**src/rtl/amo_pkg.sv**
```systemverilog
// Shared types and decode helpers for the RV32A atomic sequencer.
// AMO_MINMAX_EN adds MIN/MAX/MINU/MAXU to the supported funct5 set.
package amo_pkg;

  localparam logic [6:0] AMO_OPCODE = 7'b0101111;

  typedef enum logic [4:0] {
    OP_ADD  = 5'b00000,
    OP_SWAP = 5'b00001,
    OP_LR   = 5'b00010,
    OP_SC   = 5'b00011,
    OP_XOR  = 5'b00100,
    OP_OR   = 5'b01000,
    OP_AND  = 5'b01100,
    OP_MIN  = 5'b10000,
    OP_MAX  = 5'b10100,
    OP_MINU = 5'b11000,
    OP_MAXU = 5'b11100
  } amo_op_e;

  typedef enum logic [1:0] {
    IDLE  = 2'd0,
    READ  = 2'd1,
    WRITE = 2'd2,
    DONE  = 2'd3
  } amo_state_e;

  function automatic logic amo_supported(input logic [4:0] f);
    logic ok;
    case (f)
      OP_ADD, OP_SWAP, OP_LR, OP_SC, OP_XOR, OP_OR, OP_AND: ok = 1'b1;
`ifdef AMO_MINMAX_EN
      OP_MIN, OP_MAX, OP_MINU, OP_MAXU:                     ok = 1'b1;
`endif
      default:                                              ok = 1'b0;
    endcase
    return ok;
  endfunction

endpackage

```
**src/rtl/amo_alu.sv**
```systemverilog
// Combinational read-modify-write function f(old, rs2) for AMO*.W.
// Min/max comparators exist only when AMO_MINMAX_EN is defined.
module amo_alu
  import amo_pkg::*;
#(
  parameter int XLEN = 32
) (
  input  logic [XLEN-1:0] i_old,
  input  logic [XLEN-1:0] i_rs2,
  input  logic [4:0]      i_funct5,
  output logic [XLEN-1:0] o_result
);

`ifdef AMO_MINMAX_EN
  logic w_lt_s;
  logic w_lt_u;
  assign w_lt_s = $signed(i_old) < $signed(i_rs2);
  assign w_lt_u = i_old < i_rs2;
`endif

  always_comb begin
    o_result = i_rs2;
    case (i_funct5)
      OP_ADD:  o_result = i_old + i_rs2;
      OP_SWAP: o_result = i_rs2;
      OP_XOR:  o_result = i_old ^ i_rs2;
      OP_OR:   o_result = i_old | i_rs2;
      OP_AND:  o_result = i_old & i_rs2;
`ifdef AMO_MINMAX_EN
      OP_MIN:  o_result = w_lt_s ? i_old : i_rs2;
      OP_MAX:  o_result = w_lt_s ? i_rs2 : i_old;
      OP_MINU: o_result = w_lt_u ? i_old : i_rs2;
      OP_MAXU: o_result = w_lt_u ? i_rs2 : i_old;
`endif
      default: o_result = i_rs2;
    endcase
  end

endmodule

```
**src/rtl/amo_sequencer.sv**
```systemverilog
// Multi-cycle LR.W / SC.W / AMO*.W controller: sequences the data port, holds the
// LR/SC reservation and stalls EX. Min/max support follows AMO_MINMAX_EN (see amo_pkg).
module amo_sequencer
  import amo_pkg::*;
#(
  parameter int XLEN   = 32,
  parameter int ADDR_W = 32
) (
  input  logic              clk,
  input  logic              reset,
  input  logic              start,
  input  logic [4:0]        funct5,
  input  logic [ADDR_W-1:0] addr,
  input  logic [XLEN-1:0]   rs2_data,
  input  logic              resv_clear,
  input  logic              snoop_we,
  input  logic [ADDR_W-1:0] snoop_addr,
  output logic              mem_req,
  output logic              mem_we,
  output logic [ADDR_W-1:0] mem_addr,
  output logic [XLEN-1:0]   mem_wdata,
  input  logic [XLEN-1:0]   mem_rdata,
  input  logic              mem_ack,
  output logic              stall,
  output logic              done,
  output logic [XLEN-1:0]   result,
  output logic              fault
);

  amo_state_e        r_state;
  amo_state_e        w_next;
  logic [4:0]        r_funct5;
  logic [ADDR_W-1:0] r_addr;
  logic [XLEN-1:0]   r_rs2;
  logic [XLEN-1:0]   r_wdata;
  logic [XLEN-1:0]   r_result;
  logic              r_fault;
  logic              r_resv_valid;
  logic [ADDR_W-1:0] r_resv_addr;

  logic              w_start_idle;
  logic              w_bad;
  logic              w_is_sc;
  logic              w_lr_pending;
  logic              w_lr_set;
  logic [ADDR_W-1:0] w_resv_tag;
  logic              w_snoop_hit;
  logic              w_sc_ok;
  logic [XLEN-1:0]   w_alu_out;
  logic              w_unused_snoop_lsb;

  assign w_start_idle = start && (r_state == IDLE);
  assign w_bad        = (addr[1:0] != 2'b00) || !amo_supported(funct5);
  assign w_is_sc      = (funct5 == OP_SC);
  assign w_lr_pending = (r_funct5 == OP_LR);
  assign w_lr_set     = (r_state == READ) && mem_ack && w_lr_pending;

  // Snoops compare against the address being reserved this cycle, if any.
  assign w_resv_tag   = w_lr_set ? r_addr : r_resv_addr;
  assign w_snoop_hit  = snoop_we && (snoop_addr[ADDR_W-1:2] == w_resv_tag[ADDR_W-1:2]);
  assign w_sc_ok      = r_resv_valid && (r_resv_addr == addr) && !w_snoop_hit && !resv_clear;
  assign w_unused_snoop_lsb = ^snoop_addr[1:0];

  amo_alu #(.XLEN(XLEN)) u_alu (
    .i_old    (mem_rdata),
    .i_rs2    (r_rs2),
    .i_funct5 (r_funct5),
    .o_result (w_alu_out)
  );

  always_ff @(posedge clk) begin
    if (reset) r_state <= IDLE;
    else       r_state <= w_next;
  end

  always_comb begin
    w_next = r_state;
    case (r_state)
      IDLE: begin
        if (start) begin
          if (w_bad)        w_next = DONE;
          else if (w_is_sc) w_next = w_sc_ok ? WRITE : DONE;
          else              w_next = READ;
        end
      end
      READ:    if (mem_ack) w_next = w_lr_pending ? DONE : WRITE;
      WRITE:   if (mem_ack) w_next = DONE;
      DONE:    w_next = IDLE;
      default: w_next = IDLE;
    endcase
  end

  always_ff @(posedge clk) begin
    if (reset) begin
      r_funct5     <= '0;
      r_addr       <= '0;
      r_rs2        <= '0;
      r_wdata      <= '0;
      r_result     <= '0;
      r_fault      <= 1'b0;
      r_resv_valid <= 1'b0;
      r_resv_addr  <= '0;
    end else begin
      case (r_state)
        IDLE: begin
          if (start) begin
            r_funct5 <= funct5;
            r_addr   <= addr;
            r_rs2    <= rs2_data;
            r_wdata  <= rs2_data;
            r_fault  <= w_bad;
            r_result <= (!w_bad && w_is_sc && !w_sc_ok) ? {{(XLEN-1){1'b0}}, 1'b1} : '0;
          end
        end
        READ: begin
          if (mem_ack) begin
            r_result <= mem_rdata;
            if (!w_lr_pending) r_wdata <= w_alu_out;
          end
        end
        WRITE: begin
          if (mem_ack && (r_funct5 == OP_SC)) r_result <= '0;
        end
        default: ;
      endcase

      // Later assignments win: LR set < SC consume < snoop < resv_clear.
      if (w_lr_set) begin
        r_resv_valid <= 1'b1;
        r_resv_addr  <= r_addr;
      end
      if (w_start_idle && w_is_sc) r_resv_valid <= 1'b0;
      if (w_snoop_hit)             r_resv_valid <= 1'b0;
      if (resv_clear)              r_resv_valid <= 1'b0;
    end
  end

  assign mem_req   = (r_state == READ) || (r_state == WRITE);
  assign mem_we    = (r_state == WRITE);
  assign mem_addr  = r_addr;
  assign mem_wdata = r_wdata;
  assign stall     = w_start_idle || mem_req;
  assign done      = (r_state == DONE);
  assign fault     = done && r_fault;
  assign result    = r_result;

endmodule

```
**config.mk**
```make
export PLATFORM = sky130hd
export DESIGN_NAME = amo_sequencer
export DESIGN_NICKNAME = d
export VERILOG_FILES = /design/src/rtl/amo_pkg.sv /design/src/rtl/amo_alu.sv /design/src/rtl/amo_sequencer.sv
export SDC_FILE = /design/constraint.sdc
export NUM_CORES = 1
export LEC_CHECK = 0
export BUFFER_PORTS_ARGS = -buffer_cell sky130_fd_sc_hd__buf_4
export CAP_MARGIN = 20
export CORE_ASPECT_RATIO = 0.9
export CORE_UTILIZATION = 60
export CTS_CLUSTER_SIZE = 28
export DETAILED_ROUTE_END_ITERATION = 6
export MAX_ROUTING_LAYER = met4
export PLACE_DENSITY = 0.95
export SLEW_MARGIN = 30
export SYNTH_ARGS = -nofsm -noshare
export SYNTH_HDL_FRONTEND = slang
export SYNTH_HIERARCHICAL = 1
export SYNTH_SLANG_ARGS = --single-unit
```
**constraint.sdc**
```tcl
create_clock -name clk -period 6.9 [get_ports clk]
set_clock_uncertainty 0.15 [all_clocks]
set_input_delay 0.345 -clock clk [delete_from_list [all_inputs] [get_ports clk]]
set_output_delay 0.345 -clock clk [all_outputs]
set_load 0.005 [all_outputs]
```
# Word level (Yosys, flattened, before mapping)
# Index checks and enable logic that the tools add are counted.
[totals]
register_bits = 169
input_bits = 139
out_inout_bits = 101
elab_cells = 87
[classes]
add_sub_neg = 1
n_eq_ne = 21
n_mux = 20
bitwise_logic = 3
reduce_logical = 32
[ops]
columns = ["op", "count"]
rows = [
  ["32-bit 2-to-1 mux", 7],
  ["32-bit case mux with 4 select lines", 1],
  ["32-bit case mux with 3 select lines", 1],
  ["32-bit case mux with 2 select lines", 1],
  ["32-bit adder", 1],
  ["32-bit AND", 1],
  ["32-bit == test", 1],
  ["32-bit OR", 1],
  ["32-bit XOR", 1],
  ["30-bit == test", 1],
  ["5-bit by 2-bit == test with 1-bit output (second input constant)", 4],
  ["5-bit by 4-bit == test with 1-bit output (second input constant)", 4],
  ["1-bit logical AND", 12],
  ["5-bit by 3-bit == test with 1-bit output (second input constant)", 2],
  ["5-bit logical NOT", 2],
  ["2-bit 2-to-1 mux", 5],
  ["2-bit case mux with 4 select lines", 1],
  ["4-bit AND reduction", 2],
  ["7-bit OR reduction", 1],
  ["2-bit != test (second input constant)", 3],
  ["5-bit by 1-bit == test with 1-bit output (second input constant)", 1],
  ["1-bit logical NOT", 5],
  ["2-bit == test (second input constant)", 2],
  ["1-bit 2-to-1 mux", 4],
  ["9 further kinds", 13],
]

# Logic depth before layout (Yosys ltp)
# Gate-level depths: netlist of the first run.
[depth]
depth_word = 14
ltp_mapped = 12

# Modules after synthesis
# Netlist of the first run, hierarchy kept.
[modules_own_cells]
columns = ["module", "n_inst", "cells_per_inst", "area_each_um2", "seq_area_each_um2"]
rows = [
  ["amo_sequencer", 1, 934, 7487.2, 3383.2],
  ["amo_alu", 1, 580, 3724.8, 0.0],
]

# Worst setup path before layout of the first run
# Ideal clock, no wire load.
[synth_path]
kind = "reg2reg"
startpoint = "register r_rs2[0]"
endpoint = "register r_wdata[16], in the netlist mem_wdata[16]"
setup_ns = 0.086
arrival_time_ns = 2.488
required_ns = 6.664
setup_slack_ns = 4.177
path_stages_with_launch = 13
n_path_buf = 0
path_cell_list = "dfxtp_1 ha_1 inv_1 fa_1 nor2b_1 o21bai_1 a31o_2 o31ai_4 a311o_1 nor3_1 o32ai_2 mux2i_1 a211oi_1"
[synth_via]
elab_chain_cells = 5
[synth_rtl]
columns = ["element", "line_no", "rtl"]
rows = [
  ["start: declaration", "amo_sequencer.sv:34", "logic [XLEN-1:0] r_rs2;"],
  ["start signal: assignment", "amo_sequencer.sv:109", "r_rs2 <= rs2_data;"],
  ["32-bit adder", "amo_alu.sv:24", "OP_ADD: o_result = i_old + i_rs2;"],
  ["32-bit case mux with 4 select lines", "amo_alu.sv:23", "case (i_funct5)"],
  ["via w_alu_out[16]", "amo_sequencer.sv:49", "logic [XLEN-1:0] w_alu_out;"],
  ["32-bit 2-to-1 mux", "amo_sequencer.sv:118", "if (!w_lr_pending) r_wdata <= w_alu_out;"],
  ["32-bit 2-to-1 mux", "amo_sequencer.sv:116", "if (mem_ack) begin"],
  ["32-bit case mux with 2 select lines", "amo_sequencer.sv:104", "case (r_state)"],
  ["end signal: assignment", "amo_sequencer.sv:110", "r_wdata <= rs2_data;"],
  ["end signal: assignment", "amo_sequencer.sv:118", ""],
  ["end: declaration", "amo_sequencer.sv:35", "logic [XLEN-1:0] r_wdata;"],
]
# The timed path passes the listed nets, and every way through them passes these cells. The select of a mux whose other input is x is not followed.
# A chain may end at the register's enable or synchronous reset.

# Worst setup path in the final report of the first run
[layout_path]
startpoint = "register r_state[1]"
endpoint = "register r_resv_valid"
[layout_via]
elab_chain_cells = 7
elab_cells_between_ends = 10
cone_classes = "eq/ne (2); mux (1); reduce/logical (7)"
[layout_rtl]
columns = ["element", "line_no", "rtl"]
rows = [
  ["start: declaration", "amo_sequencer.sv:30", "amo_state_e r_state;"],
  ["start signal: assignment", "amo_sequencer.sv:73", "else r_state <= w_next;"],
  ["2-bit by 1-bit == test with 1-bit output", "amo_sequencer.sv:56", "assign w_lr_set = (r_state == READ) && mem_ack && w_lr_pending;"],
  ["1-bit logical AND (2 in a row)", "amo_sequencer.sv:56", ""],
  ["32-bit 2-to-1 mux", "-", ""],
  ["30-bit == test", "amo_sequencer.sv:60", "assign w_snoop_hit = snoop_we && (snoop_addr[ADDR_W-1:2] == w_resv_tag[ADDR_W-1:2]);"],
  ["1-bit logical AND", "amo_sequencer.sv:60", ""],
  ["4-bit OR reduction (no line)", "-", ""],
  ["end signal: assignment", "amo_sequencer.sv:101", "r_resv_valid <= 1'b0;"],
  ["end signal: assignment", "amo_sequencer.sv:129", "r_resv_valid <= 1'b1;"],
  ["end signal: assignment", "amo_sequencer.sv:132", "if (w_start_idle && w_is_sc) r_resv_valid <= 1'b0;"],
  ["end: declaration", "amo_sequencer.sv:38", "logic r_resv_valid;"],
]
# Parallel ways exist; a longest one is shown, timed or not.

==> flow_metrics.py, run 1 <==
metrics = {
    "power_and_ir_drop": {
        "power_leakage_nw": 5.59,
        "finalPower_w": 0.00462,
        "ir_drop_mv": 0.347,
        "power_density_nw_per_um2": 336,
    },
    "synthesis": {
        "yosysUniqueCellTypes": 86,
        "ys_async_sr_fraction_pct": 0,
        "synthTopCellsByArea": "dfxtp_1, nand2_1, a21oi_1, ha_1, mux2i_1",
        "ys_seq_elements": 169,
        "synth_top_area_share_pct": 30.2,
        "synth.avg_cell_area_um2": 7.41,
        "synthFlopType": "dfxtp_1",
        "yosysMostFrequentCell": "nand2_1",
        "synth_fp_nets": 1722,
        "yosys.area.top_type": "dfxtp_1",
        "netlist_instances": 1514,
        "ys_seq_area_share_pct": 30.2,
        "synth_area_um2": 11200,
        "yosys-top-cells-count": "nand2_1, a21oi_1, dfxtp_1",
        "ys_warn_count": 6,
        "synth_edf_count": 0,
    },
    "floorplan": {
        "rows": 47,
        "core_area_um2": 18300,
        "ios": 240,
        "initial_core_util_pct": 61.1,
        "die_h_um": 132,
        "die-area_um2": 19200,
        "fp.dieW_um": 146,
    },
    "drt": {
        "postRouteAntennaNets": 0,
        "wirelength_um": 39000,
        "wl_per_cell_um": 19.9,
        "first_pass_iters": 7,
        "viasPerCell": 6.34,
        "drtIter0Drc": 1547,
        "vias": 12400,
        "remaining_drc_errors": 0,
    },
    "cells_and_area": {
        "n_fill_cell": 1372,
        "instances_no_fill": 1956,
        "layout-drive-gt1-share_pct": 18.6,
        "multi_input_area_um2": 7020,
        "ff_latch_area_um2": 3380,
        "finalNetCount": 1906,
        "area_growth_pct": 22.7,
        "n_antenna_cell": 0,
    },
    "placement": {
        "dp_hpwl_um": 27200,
        "io_buffers": 237,
        "gp_congestion": 1.01,
        "dpl.cell_count": 1909,
        "dp_slack_ns": 3.55,
    },
    "sta": {
        "rsz0062_at_grt": "false",
        "hold_ws_ns": 0.0104,
        "relSlewSlack_pct": 37.6,
        "finalSetupTns_ns": 0,
        "tightest_slew_ns": 0.931,
        "hold_violations": 0,
        "setup_slack_ns": 3.45,
        "fin_crit_sh_pct": 50.0,
        "fin_crit_ns": 3.45,
        "fmax_mhz": 290,
        "setup_viol": 0,
        "maxSlewViolCount": 0,
    },
    "setup_path": {
        "critPathBufInv": 3,
        "critical_path_class": "flip-flop to flip-flop",
        "cp-start-kind": "flip-flop",
        "regToRegSetupSlack_ns": 3.45,
        "endpoint_kind": "flip-flop",
        "cp.arrival_ns": 3.63,
        "max_stage_delay_ns": 0.55,
        "cpMaxStageDelayCell": "buf_4",
        "required_ns": 7.08,
        "cp_top_family": "buffers and inverters",
        "crit_path_start": "r_state[1]",
        "reg2reg_from": "r_state[1]",
        "path_cells": "inv_1 > ha_2 > buf_4 > nand2_1 > nor3_4 > buf_4 > mux2i_1 > o221ai_1 > a211oi_1 > nand4_1 > nor3b_2",
        "path_common_cell": "buf_4",
        "path_max_fanout": 39,
        "reg2regPathDepth": 11,
        "worstReg2RegEnd": "r_resv_valid",
    },
    "global_route": {
        "antenna_found_initial": 0,
        "grt.busiest_layer": "met2",
        "grt_pass1_vias": 11500,
        "grt_usage_pct": 41.0,
        "grt_util_met2_pct": 63.7,
        "grt_overflow": 0,
        "use_met1_pct": 53.2,
        "grt_use_met3_pct": 7.05,
        "grt_max_degree": 94,
        "grt_pass1_wl_um": 61100,
    },
    "min_path": {
        "whs_endpoint": "mem_addr[27]",
        "worstHoldStart": "addr[27]",
        "hold_class": "input port to flip-flop",
        "holdPathStages": 3,
    },
    "clocking": {
        "cts.reportedPaths.clkPinSlew_ns": 0.07,
        "cts_buffer_depth": 2,
        "cts.sinks": 169,
        "cts_tree": "yes",
        "numCtsBuffers": 17,
        "root_buffer": "clkbuf_16",
        "clkLatencyLatePin_ns": 0.45,
        "htree_levels": 4,
    },
    "status": {
        "status": "completed",
    },
    "run": {
        "cap_violations": 0,
    },
}
==> worst reg2reg max path, cell delays in order, from the launching register on <==
cell	delay [ns]
dfxtp_1	0.34
inv_1	0.09
ha_2	0.16
buf_4	0.55
nand2_1	0.23
nor3_4	0.14
buf_4	0.46
mux2i_1	0.30
o221ai_1	0.16
a211oi_1	0.31
nand4_1	0.24
nor3b_2	0.22
==> power breakdown <==
| group | switching (W) | internal [W] |
|---|---|---|
| combinational | 0.00143 | 0.000862 |
| clock | 0.000451 | 0.000554 |
| sequential | 0.000160 | 0.00117 |
| total | 0.00204 | 0.00258 |
==> cells in the final DEF (no fill, tap or decap), types with 19 or more instances in the layout <==
cell type / instances
buf_4: 250
o21ai_0: 59
dfxtp_1: 169
a211oi_1: 37
nand2_1: 293
a21oi_1: 182
nand3_1: 49
xnor2_1: 47
nand2b_1: 22
ha_1: 67
nand4_1: 19
nor2_1: 87
inv_1: 107
mux2i_1: 45
==> flip-flops by register name (all words and copies together), names as in the netlist <==
| register | cells |
|---|---|
| r_rs2 | 32 |
| r_state | 2 |
| mem_addr | 32 |
| result | 32 |
| mem_wdata | 32 |
| r_funct5 | 5 |
| r_fault | 1 |
| r_resv_valid | 1 |
| r_resv_addr | 32 |
==> through the flow <==
stage	cell area, um2	utilization (%)
4_1_cts	13700	74.9
2_1_floorplan	11200	-
6_report	13800	75.0
3_5_place_dp	13000	70.8
5_1_grt	13800	75.0
3_3_place_gp	13000	70.8
==> cell families after synthesis <==
group                    Yosys count  synth area share [%]
buffers and inverters            209                  7.50
flip-flops                       169                  30.2
adder cells (fa/ha/maj)           70                  7.86
AND/OR/NAND/NOR                  536                  21.2
XOR/XNOR                          64                  5.00
AO/OA/AOI/OAI                    421                  24.2
multiplexers                      45                  4.02
==> how the worst max path moves through the flow <==
stage,to,depth (start not counted)
after floorplan,mem_wdata[16],12
after global placement,r_resv_valid,11
after detailed placement,r_resv_valid,11
after CTS,r_resv_valid,11
after global routing,r_resv_valid,10
final,r_resv_valid,11
==> per-layer routing <==
metal	wire, um	up-vias
met3	4130	145
met2	17800	870
met5	0	-
li1	-	5632
met1	15500	5752
met4	1530	0
==> final cells by class <==
cell class / instances / share of cell area [%]
multi-input combinational: 1136 / 51.0
timing repair buffer: 266 / 14.8
tap: 245 / 2.23
sequential: 169 / 24.6
inverter: 108 / 2.95
clock buffer: 19 / 3.22
clock inverter: 13 / 1.17
==> timing repair <==
action | in CTS | in global routing
hold endpoints to repair | 15 | 0
resized for setup | 0 | 0
buffers inserted | 0 | 0
hold buffers | 15 | 0
Power figures use the tool's default switching activity.
==> inputs of run 2 (changes only) <==
CORE_UTILIZATION = 50   (was 60)
PLACE_DENSITY = 0.87   (was 0.95)
clock period = 2.9 ns   (was 6.9 ns; I/O delays follow)
==> run 2 against run 1 <==
Effect of this change: critical path type unchanged; sequential share of layout area shrank 2.8 points; hold slack better by 0.027 ns; clock-buffer cell count is 1 lower; power grew to 2.6 times the previous value; die area grew 20%.
==> flow_metrics.py, run 2 (synthesis gave the netlist of run 1 again) <==
metrics = {
    "power_and_ir_drop": {
        "ir_drop_mv": 0.586,
        "finalPower_w": 0.0119,
        "power_leakage_nw": 6.35,
        "power_density_nw_per_um2": 763,
    },
    "setup_path": {
        "cp.arrival_ns": 3.08,
        "reg2reg_from": "r_rs2[0]",
        "crit_end": "mem_wdata[14]",
        "crit_path_start": "r_rs2[0]",
        "worstReg2RegEnd": "mem_wdata[14]",
        "reg2regPathDepth": 12,
        "critical_path_class": "flip-flop to flip-flop",
        "required_ns": 3.10,
        "regToRegSetupSlack_ns": 0.02,
        "cp-start-kind": "flip-flop",
        "path_max_fanout": 4,
        "endpoint_kind": "flip-flop",
    },
    "min_path": {
        "holdPathStages": 4,
        "hold_class": "input port to flip-flop",
    },
    "global_route": {
        "grt.busiest_layer": "met2",
        "grt_usage_pct": 38.1,
        "grt_pass1_wl_um": 66500,
        "grt_pass1_vias": 12100,
        "grt_use_met3_pct": 5.45,
        "antenna_found_initial": 0,
        "use_met1_pct": 49.4,
        "grt_overflow": 0,
        "grt_util_met2_pct": 61.5,
        "grt_max_degree": 135,
    },
    "sta": {
        "maxSlewViolCount": 0,
        "fmax_mhz": 347,
        "rsz0062_at_grt": "true",
        "fin_crit_ns": 2.88,
        "hold_violations": 0,
        "setup_viol": 0,
        "hold_ws_ns": 0.0371,
        "finalSetupTns_ns": 0,
        "fin_crit_sh_pct": 99.3,
        "tightest_slew_ns": 0.872,
        "relSlewSlack_pct": 41.8,
    },
    "run": {
        "cap_violations": 0,
    },
    "drt": {
        "first_pass_iters": 6,
        "viasPerCell": 6.05,
        "wl_per_cell_um": 20.5,
        "remaining_drc_errors": 0,
        "postRouteAntennaNets": 0,
        "wirelength_um": 44300,
        "vias": 13000,
        "drtIter0Drc": 1550,
    },
    "cells_and_area": {
        "finalNetCount": 2060,
        "n_fill_cell": 1668,
        "layout_commonest_cell": "buf_4",
        "n_antenna_cell": 0,
        "utilization_pct": 71.2,
        "area_growth_pct": 38.6,
        "final_cell_mix": "buf_4, nand2_1, a21oi_1",
        "layout-drive-gt1-share_pct": 22.9,
    },
    "placement": {
        "dp_hpwl_um": 30100,
        "io_buffers": 237,
        "gp_congestion": 1.05,
    },
    "clocking": {
        "clkLatencyLatePin_ns": 0.44,
        "root_buffer": "clkbuf_16",
        "cts.reportedPaths.clkPinSlew_ns": 0.08,
        "cts.sinks": 169,
        "htree_levels": 4,
        "cts_tree": "yes",
        "numCtsBuffers": 17,
        "cts_buffer_depth": 2,
    },
    "floorplan": {
        "ios": 240,
        "fp.dieW_um": 160,
        "die-area_um2": 23000,
        "initial_core_util_pct": 51.4,
        "die_h_um": 144,
        "core_area_um2": 21800,
        "rows": 51,
    },
    "status": {
        "status": "completed",
    },
}
run 2: cell types whose count changed in the layout (fill, tap and decap cells not counted), moves of 9 or more:
cell / delta
o21ai_0: -9
ha_2: +10
dlygate4sd3_1: +90
buf_4: +58
ha_1: -16
run 2: how the worst min path moves through the flow:
| stage | from | endpoint | slack [ns] |
|---|---|---|---|
| floorplan | resv_clear | r_resv_valid | 0.06 |
| global placement | resv_clear | r_resv_valid | 0.19 |
| detailed placement | resv_clear | r_resv_valid | 0.19 |
| CTS | mem_rdata[0] | result[0] | 0.006 |
| global route | snoop_addr[18] | r_state[0] | 0.08 |
| finish | mem_rdata[0] | result[0] | 0.04 |
run 2: power by group:
group          switching, W  internal (W)
Sequential         0.000404       0.00278
Combinational       0.00369       0.00258
Clock               0.00111       0.00130
Total               0.00520       0.00665
run 2: layout make-up:
cell class	count	area [um2]	area share, %
Clock buffer	18	429	2.76
Clock inverter	13	165	1.06
Inverter	108	405	2.61
Multi-Input combinational cell	1136	7300	47.0
Sequential cell	169	3390	21.8
Tap cell	291	364	2.34
Timing Repair Buffer	420	3490	22.4
run 2: repair_timing:
action | 4_1_cts | 5_1_grt
endpoints found under the hold margin | 138 | 0
hold buffers | 105 | 0
pin swaps | 0 | 21
endpoints found under the setup margin | 2 | 21
gates resized for setup | 3 | 66
gates cloned | 0 | 0
buffers inserted | 0 | 7
run 2: critical path: stages, from the launching register on:
cell,delay [ns]
dfxtp_2,0.35
ha_4,0.13
inv_2,0.04
fa_2,0.38
nor2b_2,0.15
o21bai_1,0.13
a31o_4,0.26
o31a_1,0.41
nor2_1,0.16
xnor2_1,0.08
o221ai_1,0.18
mux2i_1,0.11
a211oi_1,0.26
run 2: stage by stage:
| stage | setup slack [ns] | instances | area, um2 |
|---|---|---|---|
| final | 0.0195 | 2155 | 15500 |
| after global routing | -0.114 | 2155 | 15500 |
| after detailed placement | 0.00157 | 2012 | 13500 |
| after global placement | 0.0184 | 2011 | 13500 |
| after CTS | 0.00893 | 2148 | 15200 |
| after floorplan | 0.177 | 1514 | 11200 |
run 2: metal layers:
layer	part of all wire (%)	vias to the layer above
met1	42	6144
met3	9.3	125
li1	-	5949
met4	2.7	0
met5	0	-
met2	46	814
==> inputs of run 3 (changes only) <==
--- a/config.mk
+++ b/config.mk
@@ -8,3 +8,2 @@
 export BUFFER_PORTS_ARGS = -buffer_cell sky130_fd_sc_hd__buf_4
-export CAP_MARGIN = 20
 export CORE_ASPECT_RATIO = 0.9
==> constraint.sdc (replaced) <==
create_clock -name clk -period 2.9 [get_ports clk]
set_clock_uncertainty 0.15 [all_clocks]
set_input_delay 0 -clock clk [delete_from_list [all_inputs] [get_ports clk]]
set_output_delay 0 -clock clk [all_outputs]
set_load 0.005 [all_outputs]
==> run 3 against run 2 <==
Effect of this change: the flow now finishes with violations (negative setup slack); worst setup slack lost 0.060 ns; power shrank 0.55%; maximum frequency fell by 2.0%; non-clock buffer count fell by 2.
==> flow_metrics.py, run 3 (synthesis gave the netlist of run 1 again) <==
metrics = {
    "cells_and_area": {
        "finalNetCount": 2058,
        "area_growth_pct": 39.0,
        "n_fill_cell": 1629,
        "layout-drive-gt1-share_pct": 22.0,
        "ff_latch_area_um2": 3390,
        "multi_input_area_um2": 7290,
        "layout_commonest_cell": "nand2_1",
        "final_cell_mix": "nand2_1, buf_4, a21oi_1",
    },
    "floorplan": {
        "die_h_um": 144,
        "rows": 51,
        "die-area_um2": 23000,
        "fp.dieW_um": 160,
        "core_area_um2": 21800,
        "initial_core_util_pct": 51.4,
        "ios": 240,
    },
    "drt": {
        "postRouteAntennaNets": 0,
        "vias": 13100,
        "first_pass_iters": 6,
        "wl_per_cell_um": 20.8,
        "wirelength_um": 44800,
        "remaining_drc_errors": 0,
        "drtIter0Drc": 1756,
        "viasPerCell": 6.10,
    },
    "setup_path": {
        "cp-start-kind": "flip-flop",
        "path_max_fanout": 5,
        "max_stage_delay_ns": 0.46,
        "crit_path_start": "r_rs2[0]",
        "endpoint_kind": "flip-flop",
        "path_cells": "ha_4 > inv_1 > fa_2 > nor2b_2 > o21bai_1 > a31o_2 > o31a_1 > a21oi_4 > o211ai_1 > o221a_2 > mux2i_2 > a211oi_1",
        "required_ns": 3.05,
        "cp.arrival_ns": 3.09,
        "critical_path_class": "flip-flop to flip-flop",
        "reg2reg_from": "r_rs2[0]",
        "cpMaxStageDelayCell": "o31a_1",
    },
    "status": {
        "violations": "negative setup slack",
        "status": "finished with violations",
    },
    "global_route": {
        "grt_pass1_wl_um": 67600,
        "grt_max_degree": 65,
        "grt_pass1_vias": 12300,
        "antenna_found_initial": 0,
        "grt_overflow": 0,
        "grt_usage_pct": 38.6,
    },
    "min_path": {
        "worstHoldStart": "start",
        "hold_class": "input port to flip-flop",
    },
    "sta": {
        "tightest_slew_ns": 0.922,
        "setup_viol": 1,
        "maxSlewViolCount": 0,
        "hold_ws_ns": 0.0420,
        "relSlewSlack_pct": 38.3,
        "fin_crit_sh_pct": 101,
        "hold_violations": 0,
        "finalSetupTns_ns": -0.0407,
        "fin_crit_ns": 2.94,
        "fmax_mhz": 340,
        "rsz0062_at_grt": "true",
        "setup_slack_ns": -0.0407,
    },
    "placement": {
        "dp_hpwl_um": 30100,
        "gp_congestion": 1.01,
        "io_buffers": 237,
    },
    "clocking": {
        "htree_levels": 4,
        "root_buffer": "clkbuf_16",
        "numCtsBuffers": 17,
        "cts_buffer_depth": 2,
        "cts.sinks": 169,
        "clkLatencyLatePin_ns": 0.44,
        "cts_tree": "yes",
        "cts.reportedPaths.clkPinSlew_ns": 0.07,
    },
    "power_and_ir_drop": {
        "ir_drop_mv": 0.531,
        "power_density_nw_per_um2": 757,
        "finalPower_w": 0.0118,
        "power_leakage_nw": 6.36,
    },
    "run": {
        "cap_violations": 0,
    },
}
## run 3: worst paths after layout
kind / end / slack (ns) / cells past startpoint
hold / removal: r_funct5[1] / 0.04 / 4
setup / recovery: mem_wdata[26] / -0.04 / 12
hold reg to reg: result[22] / 0.31 / 2
setup reg to reg: mem_wdata[26] / -0.04 / 12
## run 3: through the flow
| step | cells | area, um2 | util [%] | worst slack, ns |
|---|---|---|---|---|
| finish | 2155 | 15600 | 71.4 | -0.0407 |
| global placement | 1994 | 13400 | 61.6 | 0.0373 |
| global route | 2154 | 15600 | 71.4 | -0.0731 |
| CTS | 2148 | 15300 | 69.9 | 0.00746 |
| detailed placement | 1994 | 13400 | 61.6 | -0.0153 |
| floorplan | 1514 | 11200 | - | 0.177 |
## run 3: layout make-up
cell class	instances	share of cell area, %
sequential	169	21.8
timing repair buffer	418	22.7
antenna	1	0.0161
multi-input combinational	1136	46.8
clock inverter	14	1.04
clock buffer	18	2.75
tap	291	2.34
inverter	108	2.60
## run 3: what timing repair did
action,in CTS,in global routing
endpoints found under the setup margin,2,21
pin swaps,0,18
buffers inserted,0,6
endpoints found under the hold margin,148,0
resized for setup,2,62
hold buffers,122,0
## run 3: critical path: cells and delay by family, from the launching register on
kind	cells	cell delay (ns)
AO/OA/AOI/OAI	7	1.46
adder cells (fa/ha/maj)	2	0.48
buffers and inverters	1	0.05
flip-flops	1	0.35
multiplexers	1	0.18
AND/OR/NAND/NOR	1	0.14
## run 3: routing by layer
| metal | wire length (um) | part of all wire, % | vias to the layer above | global-route usage (%) |
|---|---|---|---|---|
| met1 | 18600 | 41 | 6183 | 50.4 |
| met5 | 0 | 0 | - | - |
| met3 | 4300 | 9.6 | 149 | 6.37 |
| met2 | 20300 | 45 | 867 | 59.8 |
| met4 | 1630 | 3.6 | 0 | 15.2 |
| li1 | - | - | 5950 | - |
## run 3: where the power goes
part | switching [W] | internal, W
sequential | 0.000407 | 0.00278
combinational | 0.00369 | 0.00257
clock | 0.00112 | 0.00123
